## src/rtl/vram_write_arbiter_if.sv

```systemverilog
// Bundle of requester, clear-engine and VRAM-port signals for vram_write_arbiter.
// master = requester/controller side, slave = the arbiter.
interface vram_write_arbiter_if #(
    parameter int XLEN = 32
);
    logic            req0;
    logic [31:0]     addr0;
    logic [2:0]      we0;
    logic [XLEN-1:0] data0;
    logic            ack0;
    logic            err0;

    logic            req1;
    logic [31:0]     addr1;
    logic [2:0]      we1;
    logic [XLEN-1:0] data1;
    logic            ack1;
    logic            err1;

    logic            clear_start;
    logic [7:0]      clear_value;
    logic            clear_busy;
    logic            clear_done;

    logic            vram_sel;
    logic [31:0]     vram_addr;
    logic [2:0]      vram_we;
    logic [XLEN-1:0] vram_qin;

    modport master (
        output req0, addr0, we0, data0,
        output req1, addr1, we1, data1,
        output clear_start, clear_value,
        input  ack0, err0, ack1, err1,
        input  clear_busy, clear_done,
        input  vram_sel, vram_addr, vram_we, vram_qin
    );

    modport slave (
        input  req0, addr0, we0, data0,
        input  req1, addr1, we1, data1,
        input  clear_start, clear_value,
        output ack0, err0, ack1, err1,
        output clear_busy, clear_done,
        output vram_sel, vram_addr, vram_we, vram_qin
    );
endinterface

```

## src/rtl/vram_write_arbiter.sv

```systemverilog
// Two-port VRAM write arbiter with a full-frame clear engine; all outputs registered.
// Optional macro VRAM_ARB_FIXED_PRIO_EN: port 0 strict priority instead of round-robin.
module vram_write_arbiter #(
    parameter logic [31:0] VRAM_BASE  = 32'h0020_0000,
    parameter int          VRAM_DEPTH = 57600,
    parameter int          XLEN       = 32
) (
    input  logic                 clk,
    input  logic                 rst_n,
    vram_write_arbiter_if.slave  bus
);
    localparam logic [32:0] ADDR_LO  = {1'b0, VRAM_BASE};
    localparam logic [32:0] ADDR_HI  = {1'b0, VRAM_BASE} + 33'(VRAM_DEPTH) - 33'd1;
    localparam logic [15:0] CNT_LAST = 16'(VRAM_DEPTH - 1);

    typedef enum logic {
        ST_IDLE  = 1'b0,
        ST_CLEAR = 1'b1
    } state_e;

    // 33-bit compare so an address near 2^32 cannot wrap into range
    function automatic logic in_range(input logic [31:0] a);
        return ({1'b0, a} >= ADDR_LO) && ({1'b0, a} <= ADDR_HI);
    endfunction

    state_e          state_q, state_d;
    logic            last_q, last_d;
    logic [15:0]     cnt_q, cnt_d;
    logic            drain_q, drain_d;
    logic [7:0]      val_q, val_d;
    logic            ack0_q, ack0_d, err0_q, err0_d;
    logic            ack1_q, ack1_d, err1_q, err1_d;
    logic            busy_q, busy_d, done_q, done_d;
    logic            sel_q, sel_d;
    logic [2:0]      we_q, we_d;
    logic [31:0]     addr_q, addr_d;
    logic [XLEN-1:0] qin_q, qin_d;
    logic            elig0_s, elig1_s, grant0_s, grant1_s;

    // Next-state and next-output logic for arbitration and the clear engine
    always_comb begin
        state_d  = state_q;
        last_d   = last_q;
        cnt_d    = cnt_q;
        drain_d  = drain_q;
        val_d    = val_q;
        ack0_d   = 1'b0;
        err0_d   = 1'b0;
        ack1_d   = 1'b0;
        err1_d   = 1'b0;
        busy_d   = busy_q;
        done_d   = 1'b0;
        sel_d    = 1'b0;
        we_d     = 3'b000;
        addr_d   = addr_q;
        qin_d    = qin_q;
        grant0_s = 1'b0;
        grant1_s = 1'b0;
        // a request whose ack is on the wire this cycle is stale
        elig0_s  = bus.req0 & ~ack0_q;
        elig1_s  = bus.req1 & ~ack1_q;

        case (state_q)
            ST_IDLE: begin
                busy_d = 1'b0;
                if (bus.clear_start && !busy_q) begin
                    state_d = ST_CLEAR;
                    busy_d  = 1'b1;
                    cnt_d   = 16'd0;
                    drain_d = 1'b0;
                    val_d   = bus.clear_value;
                end else begin
`ifdef VRAM_ARB_FIXED_PRIO_EN
                    grant0_s = elig0_s;
                    grant1_s = ~elig0_s & elig1_s;
`else
                    if (elig0_s && elig1_s) begin
                        grant0_s = last_q;
                        grant1_s = ~last_q;
                    end else begin
                        grant0_s = elig0_s;
                        grant1_s = elig1_s;
                    end
`endif
                end

                if (grant0_s) begin
                    last_d = 1'b0;
                    ack0_d = 1'b1;
                    addr_d = bus.addr0;
                    qin_d  = bus.data0;
                    if (in_range(bus.addr0)) begin
                        sel_d = 1'b1;
                        we_d  = bus.we0;
                    end else begin
                        err0_d = 1'b1;
                    end
                end else if (grant1_s) begin
                    last_d = 1'b1;
                    ack1_d = 1'b1;
                    addr_d = bus.addr1;
                    qin_d  = bus.data1;
                    if (in_range(bus.addr1)) begin
                        sel_d = 1'b1;
                        we_d  = bus.we1;
                    end else begin
                        err1_d = 1'b1;
                    end
                end else begin
                    last_d = last_q;
                end
            end

            ST_CLEAR: begin
                // drain_q marks the cycle after the final write: pulse done and leave
                if (drain_q) begin
                    done_d  = 1'b1;
                    drain_d = 1'b0;
                    state_d = ST_IDLE;
                end else begin
                    sel_d  = 1'b1;
                    we_d   = 3'b100;
                    addr_d = VRAM_BASE + {16'd0, cnt_q};
                    qin_d  = {{(XLEN-8){1'b0}}, val_q};
                    if (cnt_q == CNT_LAST) begin
                        drain_d = 1'b1;
                    end else begin
                        cnt_d = cnt_q + 16'd1;
                    end
                end
            end

            default: begin
                state_d = ST_IDLE;
            end
        endcase
    end

    // State and registered-output flops
    always_ff @(posedge clk or negedge rst_n) begin
        if (!rst_n) begin
            state_q <= ST_IDLE;
            last_q  <= 1'b1;
            cnt_q   <= 16'd0;
            drain_q <= 1'b0;
            val_q   <= 8'd0;
            ack0_q  <= 1'b0;
            err0_q  <= 1'b0;
            ack1_q  <= 1'b0;
            err1_q  <= 1'b0;
            busy_q  <= 1'b0;
            done_q  <= 1'b0;
            sel_q   <= 1'b0;
            we_q    <= 3'b000;
            addr_q  <= 32'd0;
            qin_q   <= '0;
        end else begin
            state_q <= state_d;
            last_q  <= last_d;
            cnt_q   <= cnt_d;
            drain_q <= drain_d;
            val_q   <= val_d;
            ack0_q  <= ack0_d;
            err0_q  <= err0_d;
            ack1_q  <= ack1_d;
            err1_q  <= err1_d;
            busy_q  <= busy_d;
            done_q  <= done_d;
            sel_q   <= sel_d;
            we_q    <= we_d;
            addr_q  <= addr_d;
            qin_q   <= qin_d;
        end
    end

    assign bus.ack0       = ack0_q;
    assign bus.err0       = err0_q;
    assign bus.ack1       = ack1_q;
    assign bus.err1       = err1_q;
    assign bus.clear_busy = busy_q;
    assign bus.clear_done = done_q;
    assign bus.vram_sel   = sel_q;
    assign bus.vram_we    = we_q;
    assign bus.vram_addr  = addr_q;
    assign bus.vram_qin   = qin_q;
endmodule
```

## src/flat_wrapper.sv

```systemverilog
// flat-port wrapper written by rule: the top's interface ports become plain ports
module vram_write_arbiter_flat 
#(
    parameter logic [31:0] VRAM_BASE  = 32'h0020_0000,
    parameter int          VRAM_DEPTH = 57600,
    parameter int          XLEN       = 32
)
  (clk, rst_n, bus_req0, bus_addr0, bus_we0, bus_data0, bus_req1, bus_addr1, bus_we1, bus_data1, bus_clear_start, bus_clear_value, bus_ack0, bus_err0, bus_ack1, bus_err1, bus_clear_busy, bus_clear_done, bus_vram_sel, bus_vram_addr, bus_vram_we, bus_vram_qin);
  vram_write_arbiter_if #(.XLEN(XLEN)) bus_i ();
  input  logic clk;
  input  logic rst_n;
  input wire logic [$bits(bus_i.req0)-1:0] bus_req0;
  input wire logic [$bits(bus_i.addr0)-1:0] bus_addr0;
  input wire logic [$bits(bus_i.we0)-1:0] bus_we0;
  input wire logic [$bits(bus_i.data0)-1:0] bus_data0;
  input wire logic [$bits(bus_i.req1)-1:0] bus_req1;
  input wire logic [$bits(bus_i.addr1)-1:0] bus_addr1;
  input wire logic [$bits(bus_i.we1)-1:0] bus_we1;
  input wire logic [$bits(bus_i.data1)-1:0] bus_data1;
  input wire logic [$bits(bus_i.clear_start)-1:0] bus_clear_start;
  input wire logic [$bits(bus_i.clear_value)-1:0] bus_clear_value;
  output wire logic [$bits(bus_i.ack0)-1:0] bus_ack0;
  output wire logic [$bits(bus_i.err0)-1:0] bus_err0;
  output wire logic [$bits(bus_i.ack1)-1:0] bus_ack1;
  output wire logic [$bits(bus_i.err1)-1:0] bus_err1;
  output wire logic [$bits(bus_i.clear_busy)-1:0] bus_clear_busy;
  output wire logic [$bits(bus_i.clear_done)-1:0] bus_clear_done;
  output wire logic [$bits(bus_i.vram_sel)-1:0] bus_vram_sel;
  output wire logic [$bits(bus_i.vram_addr)-1:0] bus_vram_addr;
  output wire logic [$bits(bus_i.vram_we)-1:0] bus_vram_we;
  output wire logic [$bits(bus_i.vram_qin)-1:0] bus_vram_qin;
  assign bus_i.req0 = bus_req0;
  assign bus_i.addr0 = bus_addr0;
  assign bus_i.we0 = bus_we0;
  assign bus_i.data0 = bus_data0;
  assign bus_i.req1 = bus_req1;
  assign bus_i.addr1 = bus_addr1;
  assign bus_i.we1 = bus_we1;
  assign bus_i.data1 = bus_data1;
  assign bus_i.clear_start = bus_clear_start;
  assign bus_i.clear_value = bus_clear_value;
  assign bus_ack0 = bus_i.ack0;
  assign bus_err0 = bus_i.err0;
  assign bus_ack1 = bus_i.ack1;
  assign bus_err1 = bus_i.err1;
  assign bus_clear_busy = bus_i.clear_busy;
  assign bus_clear_done = bus_i.clear_done;
  assign bus_vram_sel = bus_i.vram_sel;
  assign bus_vram_addr = bus_i.vram_addr;
  assign bus_vram_we = bus_i.vram_we;
  assign bus_vram_qin = bus_i.vram_qin;
  vram_write_arbiter #(.VRAM_BASE(VRAM_BASE), .VRAM_DEPTH(VRAM_DEPTH), .XLEN(XLEN)) u_core (.clk(clk), .rst_n(rst_n), .bus(bus_i));
endmodule
```

## config.mk

```make
export PLATFORM = sky130hd
export DESIGN_NAME = vram_write_arbiter_flat
export DESIGN_NICKNAME = d
export VERILOG_FILES = /design/src/rtl/vram_write_arbiter_if.sv /design/src/rtl/vram_write_arbiter.sv /design/src/flat_wrapper.sv
export SDC_FILE = /design/constraint.sdc
export NUM_CORES = 1
export LEC_CHECK = 0
export ABC_AREA = 1
export ABC_CLOCK_PERIOD_IN_PS = 2000
export CAP_MARGIN = 20
export CORE_MARGIN = 2
export CORE_UTILIZATION = 44
export CTS_CLUSTER_SIZE = 16
export DETAILED_ROUTE_END_ITERATION = 7
export GPL_TIMING_DRIVEN = 0
export PLACE_DENSITY_LB_ADDON = 0.2
export SYNTH_ARGS = -nofsm -noshare
export SYNTH_HDL_FRONTEND = slang
export SYNTH_SLANG_ARGS = --single-unit
```

## constraint.sdc

```tcl
create_clock -name clk -period 2 [get_ports clk]
set_input_delay 0.4 -clock clk [delete_from_list [all_inputs] [get_ports clk]]
set_output_delay 0.4 -clock clk [all_outputs]
set_load 0.05 [all_outputs]
```

[Word-level counts from Yosys, hierarchy flattened]
Cells that the tools add are included.
W data, S select, Z words.
Operators by class
  add/sub/neg operators: 2
  magnitude comparators: 4
  eq/ne operators: 5
  muxes and demuxes: 52
  bitwise logic cells: 6
  reduce and logical (&&, ||, !) cells: 10
Operator list (number)
  $mux W32: 6
  $pmux W32 S2: 2
  $ge A32 B22 Y1 const B: 2
  $le A32 B22 Y1 const B: 2
  $mux W16: 3
  $pmux W16 S2: 1
  $mux W1: 31
  $add A22 B16 Y23 const A: 1
  $add A16 B1 Y16 const B: 1
  $eq A16 B16 Y1 const B: 1
  $mux W3: 5
  $pmux W1 S2: 3
  $pmux W3 S2: 1
  $reduce_and A2 Y1: 3
  $logic_and A1 B1 Y1: 4
  $ne A2 B2 Y1 const B: 2
  $not A1 Y1: 4
  $ne A3 B1 Y1 const B: 1
  $reduce_and A3 Y1: 1
  $and A1 B1 Y1: 2
  $ne A2 B1 Y1 const B: 1
  $reduce_bool A2 Y1: 1
  $logic_not A1 Y1: 1
Storage, ports and cells
  flip-flop bits (word level): 101
  input port bits: 147
  output and inout port bits: 74
  logic and storage cells: 94

[Depth between registers and ports, before layout]
Gate-level depths: netlist (run 1).
  depth after elaboration: 9
  depth in mapped cells: 12
  mapped depth without buffers: 11

[Worst setup path after synthesis (run 1)]
OpenSTA, ideal clock, no wires.
  kind: flip-flop to flip-flop
  start point: reg u_core.busy_q, in the netlist u_core.bus.clear_busy
  end point: reg u_core.addr_q[20], in the netlist u_core.bus.vram_addr[20]
  library setup time: 0.124 ns
  arrival: 1.644 ns
  required time: 1.876 ns
  path slack: 0.232 ns
  cell stages (with the launch flop): 9
  path buffers: 2
  clock period less this slack: 1.768 ns
  path through: dfrtp_1 > nor2_2 > nor2_1 > nand2_2 > buf_4 > clkbuf_2 > or2_2 > o211ai_1 > nand2_1
Between the ends
  longest elaborated chain between the ends: 6
  elaborated cells between the ends (all ways): 10
  those cells by class: eq/ne (1); mux (6); reduce/logical (3)
Ends and longest elaborated chain
  start: declaration: line vram_write_arbiter.sv:33  | logic busy_q, busy_d, done_q, done_d;
  start signal: assignment: line vram_write_arbiter.sv:167  | busy_q <= busy_d;
  $logic_not A1 Y1 (*): line vram_write_arbiter.sv:66  | if (bus.clear_start && !busy_q) begin
  $logic_and A1 B1 Y1 (*): line vram_write_arbiter.sv:66
  $mux W1: line vram_write_arbiter.sv:66
  $mux W1: line vram_write_arbiter.sv:63  | case (state_q)
  $mux W32 / $ne A3 B1 Y1 (equally long branches)
  $pmux W32 S2 / $reduce_and A2 Y1 (equally long branches)
  end signal: assignment: line vram_write_arbiter.sv:171  | addr_q <= addr_d;
  end: declaration: line vram_write_arbiter.sv:36  | logic [31:0] addr_q, addr_d;
Every way passes the cells marked *; elsewhere a longest branch is shown, timed or not. The select of a mux whose other input is x is not followed.
A chain may end at the register's enable or synchronous reset.

[Worst setup path after layout (run 1)]
  start point: reg u_core.addr_q[5], in the netlist u_core.bus.vram_addr[5]
  end point: out bus_vram_addr[5]
RTL lines
  end: declaration: line flat_wrapper.sv:29  | output wire logic [$bits(bus_i.vram_addr)-1:0] bus_vram_addr;
No word-level cell between the ends.

==> results.json, run 1 <==
{
  "total_power_w": 0.00812,
  "die_area_mm2": 0.0131,
  "vias_per_cell": 5.13,
  "fin_skew_ps": 7.41,
  "ctsLongestPathBuffers": 2,
  "nets": 1081,
  "start_util_pct": 44.8,
  "timing.final.ws_setup_ps": 20.7,
  "maxSlewHeadroom_pct": 55.0,
  "clockPowerShare_pct": 20.6,
  "cp-endpoint": "bus_vram_addr[5]",
  "hold_viol": 0,
  "synth_area_leaders": "dfrtp_1, nand2_1, o21ai_0, nand3_1, o211ai_1",
  "final_cell_mix": "nand2_1, clkdlybuf4s50_1, dfrtp_1, o21ai_0, nor2_1",
  "path_max_fanout": 2,
  "coreArea_mm2": 0.0120,
  "drtIter0Drc": 364,
  "cts_root_buffer": "clkbuf_16",
  "drt-pass1-iter-count": 5,
  "yosysWarnings": 0,
  "r2r_cells": 11,
  "hold_buffers": 0,
  "grt_start_max_net_pins": 53,
  "crit_buf_inv": 1,
  "cts_tree": "yes",
  "drive_above_1_share_pct": 10.2,
  "hpwlAfterDp_um": 13400,
  "fp.dieH_um": 114,
  "pwr_density_cell_mw_per_mm2": 1010,
  "cp.depth": 1,
  "intPower_w": 0.00474,
  "fp.dieW_um": 114,
  "path_cells": "clkdlybuf4s50_1",
  "fin_setup_tns_ps": 0,
  "yosys.area.top_type": "dfrtp_1",
  "critical_path.top_delay_family": "buffers and inverters",
  "seq_area_frac_synth_pct": 47.2,
  "synth_edf_count": 0,
  "ys_ff_latch": 101,
  "power_switching_w": 0.00338,
  "n_antenna_cell": 0,
  "ios": 221,
  "hold_class": "in -> async",
  "clk_latency_ps": 350,
  "wire_per_inst_um": 16.2,
  "grt_pass1_vias": 5420,
  "worstPathRequired_ps": 1600,
  "place_ws_ps": -293,
  "cap_violations": 0,
  "grt_pass1_wl_um": 27600,
  "grt.overflow.total": 0,
  "fin_crit_sh_pct": 99.0,
  "syn-num-nets": 849,
  "cts_htree_levels": 3,
  "post_cts_buffers": 0,
  "setup_violations": 0,
  "cpMaxStageDelayCell": "clkdlybuf4s50_1",
  "syn_inst": 701,
  "mostFrequentLayoutCell": "nand2_1",
  "area_delta_synth_final_pct": 50.4,
  "rrSetupSlack_ps": 120,
  "final_max_slew_viol_count": 0,
  "port_buffers": 220,
  "async_flop_share_pct": 100,
  "layout_min_cycle_time_ps": 1980,
  "clkTransAtPathRegs_ps": 70,
  "gp_congestion": 0.938,
  "p_leak_nw": 3.71,
  "ant_nets": 0,
  "p_sw_share_pct": 41.6,
  "r2r-end": "u_core.cnt_q[6]$_DFFE_PN0P_",
  "antenna_found_initial": 0,
  "slowest_delay_ps": 830,
  "path_class": "reg -> out",
  "vias": 5562,
  "ctsResizeCount": 0,
  "drc": 0,
  "synth_top_area_share_pct": 46.7,
  "max_freq_ghz": 0.505,
  "arrival_ps": 1580,
  "synth_area_mm2": 0.00536,
  "yosysUniqueCellTypes": 31,
  "combPwrFrac_pct": 44.6,
  "tightest_slew_ps": 675,
  "cts.sinks": 101,
  "wl_um": 17500,
  "synth-main-ff-cell": "dfrtp_1",
  "track_usage_pct": 27.4,
  "r2r-start": "u_core.cnt_q[0]$_DFFE_PN0P_",
  "peakVddDrop_v": 0.000768,
  "start_kind": "flip-flop",
  "seq_power_share_pct": 34.8,
  "avgSynthCellArea_um2": 7.65,
  "num_rows": 40,
  "outcome": "finished clean",
  "cts_made_buffers": 9,
  "startpoint": "u_core.bus.vram_addr[5]$_DFFE_PN0P_",
  "worst_setup_path_end_kind": "output pin"
}
-- power by group through the flow --
stage | Combinational (W) | Clock, W | Sequential, W
2_1_floorplan | 0.00119 | 0 | 0.00383
3_3_place_gp | 0.00357 | 0 | 0.00283
3_5_place_dp | 0.00362 | 0 | 0.00284
4_1_cts | 0.00363 | 0.00170 | 0.00282
5_1_grt | 0.00389 | 0.00180 | 0.00288
6_report | 0.00362 | 0.00167 | 0.00283
-- per-stage QoR --
step	instances	hold slack, ps	area [um2]	utilization (%)
floorplan	701	104	5360	-
global placement	1068	455	7750	64.8
detailed placement	1069	458	7770	65.0
CTS	1084	108	8050	67.3
global route	1084	124	8070	67.4
finish	1084	85.3	8070	67.4
-- final cells by class --
type	instances	area (um2)
fill	1039	3900
sequential	101	2530
multi-input combinational	529	2470
timing repair buffer	221	2230
clock buffer	12	256
buffer	39	256
tap	147	184
inverter	32	120
clock inverter	3	21.3
-- worst min-delay path by stage --
stage                                           end                            startpoint  cells past startpoint  slack (ps)
5_1_grt                 u_core.val_q[1]$_DFFE_PN0P_                                 rst_n                      1         120
4_1_cts                 u_core.val_q[4]$_DFFE_PN0P_                                 rst_n                      1         110
2_1_floorplan             u_core.bus.ack0$_DFF_PN0_                                 rst_n                      0         100
3_3_place_gp   u_core.bus.vram_addr[22]$_DFFE_PN0P_  u_core.bus.vram_addr[22]$_DFFE_PN0P_                      2         460
3_5_place_dp   u_core.bus.vram_addr[22]$_DFFE_PN0P_  u_core.bus.vram_addr[22]$_DFFE_PN0P_                      2         460
6_report                u_core.val_q[1]$_DFFE_PN0P_                                 rst_n                      1          90
-- registers in the layout, indices dropped and copies added (netlist names) --
| register | cells |
|---|---|
| u_core.bus.clear_busy | 1 |
| u_core.bus.clear_done | 1 |
| u_core.bus.vram_qin | 32 |
| u_core.bus.vram_sel | 1 |
| u_core.bus.vram_we | 3 |
| u_core.bus.err0 | 1 |
| u_core.bus.ack0 | 1 |
| u_core.cnt_q | 16 |
| u_core.last_q | 1 |
| u_core.bus.err1 | 1 |
| u_core.val_q | 8 |
| u_core.drain_q | 1 |
| u_core.bus.ack1 | 1 |
| u_core.bus.vram_addr | 32 |
| u_core.state_q | 1 |
-- per-layer routing --
metal | wire length (um) | track usage [%]
met4 | 459 | 9.11
met1 | 7390 | 34.1
met2 | 8430 | 47.1
met3 | 1250 | 6.30
met5 | 0 | 0
-- cells in the mapped netlist, types with 8 or more instances --
cell      count
o21ai_1       9
nor2_1       50
mux2_2        8
nand2_1     263
inv_1        26
buf_2        13
o21ai_0      65
nand4_1       8
o211ai_1     26
dfrtp_1     100
nand3_1      49
or2_2        23
buf_4         9
-- logic make-up (layout without fill, tap and decap cells) --
group | Yosys count | in the layout | share of synthesized area (%)
XOR/XNOR | 6 | 6 | 0.980
flip-flops | 101 | 101 | 47.2
adder cells (fa/ha/maj) | 1 | 1 | 0.233
AO/OA/AOI/OAI | 104 | 104 | 10.9
multiplexers | 8 | 8 | 1.68
AND/OR/NAND/NOR | 410 | 410 | 32.1
buffers and inverters | 71 | 307 | 6.93
Note: power is estimated with default switching activity, not from simulation.
==> run 2, diff against run 1 <==
CORE_MARGIN = default   (was 2)
==> run 2 against run 1 <==
Effect of this change:
- the run now ends with hold timing left
- critical endpoint unchanged
- hold slack got worse by 100 ps
- routed wire length decreased by 1.4%
- cell count decreased by 0.28%
- critical path depth unchanged
- setup slack improved by 27 ps
- design area increased by 0.39%
- first-iteration DRC count increased by 10%
- clock power increased by 11%
- non-clock buffer count unchanged
- sequential share of layout area decreased by 0.12 points
==> results.json, run 2 (synthesized netlist as in run 1, its figures left out) <==
{
  "outcome": "complete, but fails checks",
  "failed_checks": "hold timing",
  "path_max_fanout": 2,
  "ctsLongestPathBuffers": 2,
  "track_usage_pct": 28.1,
  "cts_htree_levels": 3,
  "p_leak_nw": 3.71,
  "vias_per_cell": 5.13,
  "final_cell_mix": "nand2_1, clkdlybuf4s50_1, dfrtp_1, o21ai_0, nor2_1",
  "rsz0062_at_grt": "no",
  "worst_setup_path_end_kind": "output pin",
  "die_area_mm2": 0.0126,
  "ios": 221,
  "ant_nets": 0,
  "path_cells": "clkdlybuf4s50_1",
  "fp.dieW_um": 112,
  "arrival_ps": 1550,
  "whs_ps": -15.4,
  "cts_made_buffers": 9,
  "slowest_delay_ps": 830,
  "intPower_w": 0.00486,
  "path_class": "reg -> out",
  "r2r-start": "u_core.cnt_q[0]$_DFFE_PN0P_",
  "antenna_found_initial": 0,
  "gp_congestion": 0.947,
  "peakVddDrop_v": 0.000657,
  "final_max_slew_viol_count": 0,
  "power_switching_w": 0.00341,
  "maxSlewHeadroom_pct": 60.8,
  "cts_tree": "yes",
  "cts.sinks": 101,
  "pwr_density_cell_mw_per_mm2": 1020,
  "cts_root_buffer": "clkbuf_16",
  "clk_latency_ps": 340,
  "grt.overflow.total": 0,
  "area_delta_synth_final_pct": 51.0,
  "tightest_slew_ps": 590,
  "fin_skew_ps": 6.69,
  "combPwrFrac_pct": 43.4,
  "fillers": 987,
  "wire_per_inst_um": 16.0,
  "mostFrequentLayoutCell": "nand2_1",
  "wl_um": 17300,
  "numPlacedInstances": 1065,
  "port_buffers": 220,
  "seq_power_share_pct": 34.2,
  "drive_above_1_share_pct": 10.4,
  "hold_viol": 15,
  "drc": 0,
  "critical_path.top_delay_family": "buffers and inverters",
  "clkTransAtPathRegs_ps": 70,
  "coreArea_mm2": 0.0117,
  "startpoint": "u_core.bus.vram_addr[5]$_DFFE_PN0P_",
  "vias": 5546,
  "layout_min_cycle_time_ps": 1950,
  "fin_util_pct": 69.4,
  "clockPowerShare_pct": 22.4,
  "setup_violations": 0,
  "p_sw_share_pct": 41.2,
  "nets": 1081,
  "fin_crit_sh_pct": 97.6,
  "drt-pass1-iter-count": 5,
  "num_rows": 39,
  "start_util_pct": 46.0,
  "fp.dieH_um": 112,
  "hold_class": "in -> async",
  "n_antenna_cell": 0,
  "hpwlAfterDp_um": 13100,
  "total_power_w": 0.00828,
  "cap_violations": 0,
  "start_kind": "flip-flop",
  "grt_pass1_vias": 5376,
  "post_cts_buffers": 0,
  "fin_cells": 1081,
  "cpMaxStageDelayCell": "clkdlybuf4s50_1",
  "grt_start_max_net_pins": 72,
  "worstPathRequired_ps": 1600,
  "drtIter0Drc": 401,
  "crit_buf_inv": 1,
  "max_freq_ghz": 0.512,
  "grt_pass1_wl_um": 27500
}
-- run 2: final cells by class --
| class | count | area [um2] | area share, % |
|---|---|---|---|
| multi-input combinational | 529 | 2470 | 30.5 |
| tap | 143 | 179 | 2.21 |
| inverter | 32 | 120 | 1.48 |
| clock buffer | 10 | 239 | 2.95 |
| sequential | 101 | 2530 | 31.2 |
| timing repair buffer | 221 | 2230 | 27.5 |
| clock inverter | 6 | 77.6 | 0.958 |
| buffer | 39 | 258 | 3.18 |
-- run 2: power groups by stage --
stage                     registers (W)  logic (W)  clock network (W)
after global placement          0.00284    0.00354                  0
after detailed placement        0.00284    0.00359                  0
after CTS                       0.00281    0.00360            0.00187
after floorplan                 0.00383    0.00119                  0
final                           0.00283    0.00359            0.00185
after global routing            0.00288    0.00384            0.00196
-- run 2: timing repair --
item,in CTS,in global routing
hold buffers,0,0
setup endpoints to repair,1,21
gates resized for setup,1,6
pin swaps,0,0
-- run 2: layer usage --
metal  vias to the layer above  share of wire [%]  track usage (%)
met5                         -                  0                0
li1                       2734                  -                -
met2                       262                 49             48.2
met1                      2533                 42             36.2
met3                        17                8.0             6.21
met4                         0                1.2             6.84
-- run 2: path summary, 6_finish.rpt --
| check | slack (ps) | end | cells after the start |
|---|---|---|---|
| worst max-delay path | 50 | bus_vram_addr[5] | 1 |
| worst min-delay path | -20 | u_core.val_q[2]$_DFFE_PN0P_ | 1 |
| worst max register to register | 180 | u_core.cnt_q[10]$_DFFE_PN0P_ | 12 |
| worst min register to register | 480 | u_core.bus.vram_addr[0]$_DFFE_PN0P_ | 2 |
| max in group asynchronous | 1270 | u_core.last_q$_DFFE_PN1P_ | 2 |
| min in group clk | 480 | u_core.bus.vram_addr[0]$_DFFE_PN0P_ | 2 |
-- run 2: worst reg2reg max path, delay by kind of cell (launching register included) --
kind / cells / cell delay, ps
buffers and inverters: 4 / 370
flip-flops: 1 / 450
AND/OR/NAND/NOR: 6 / 560
adder cells (fa/ha/maj): 1 / 250
AO/OA/AOI/OAI: 1 / 70
-- run 2: per-stage QoR --
stage                     area [um2]  hold WS, ps  worst slack, ps  setup TNS [ps]
after floorplan                 5360          104              232               0
after global placement          7740          455            -3330         -344050
after detailed placement        7770          367             -267          -11830
after CTS                       8080        0.753             40.4               0
after global routing            8100         9.56             1.46               0
final                           8100        -15.4             47.7               0
==> run 3, diff against run 2 <==
CAP_MARGIN = default   (was 20)
==> results of run 3 <==
Same layout as run 2: the final DEF is identical, and so are final timing and power.
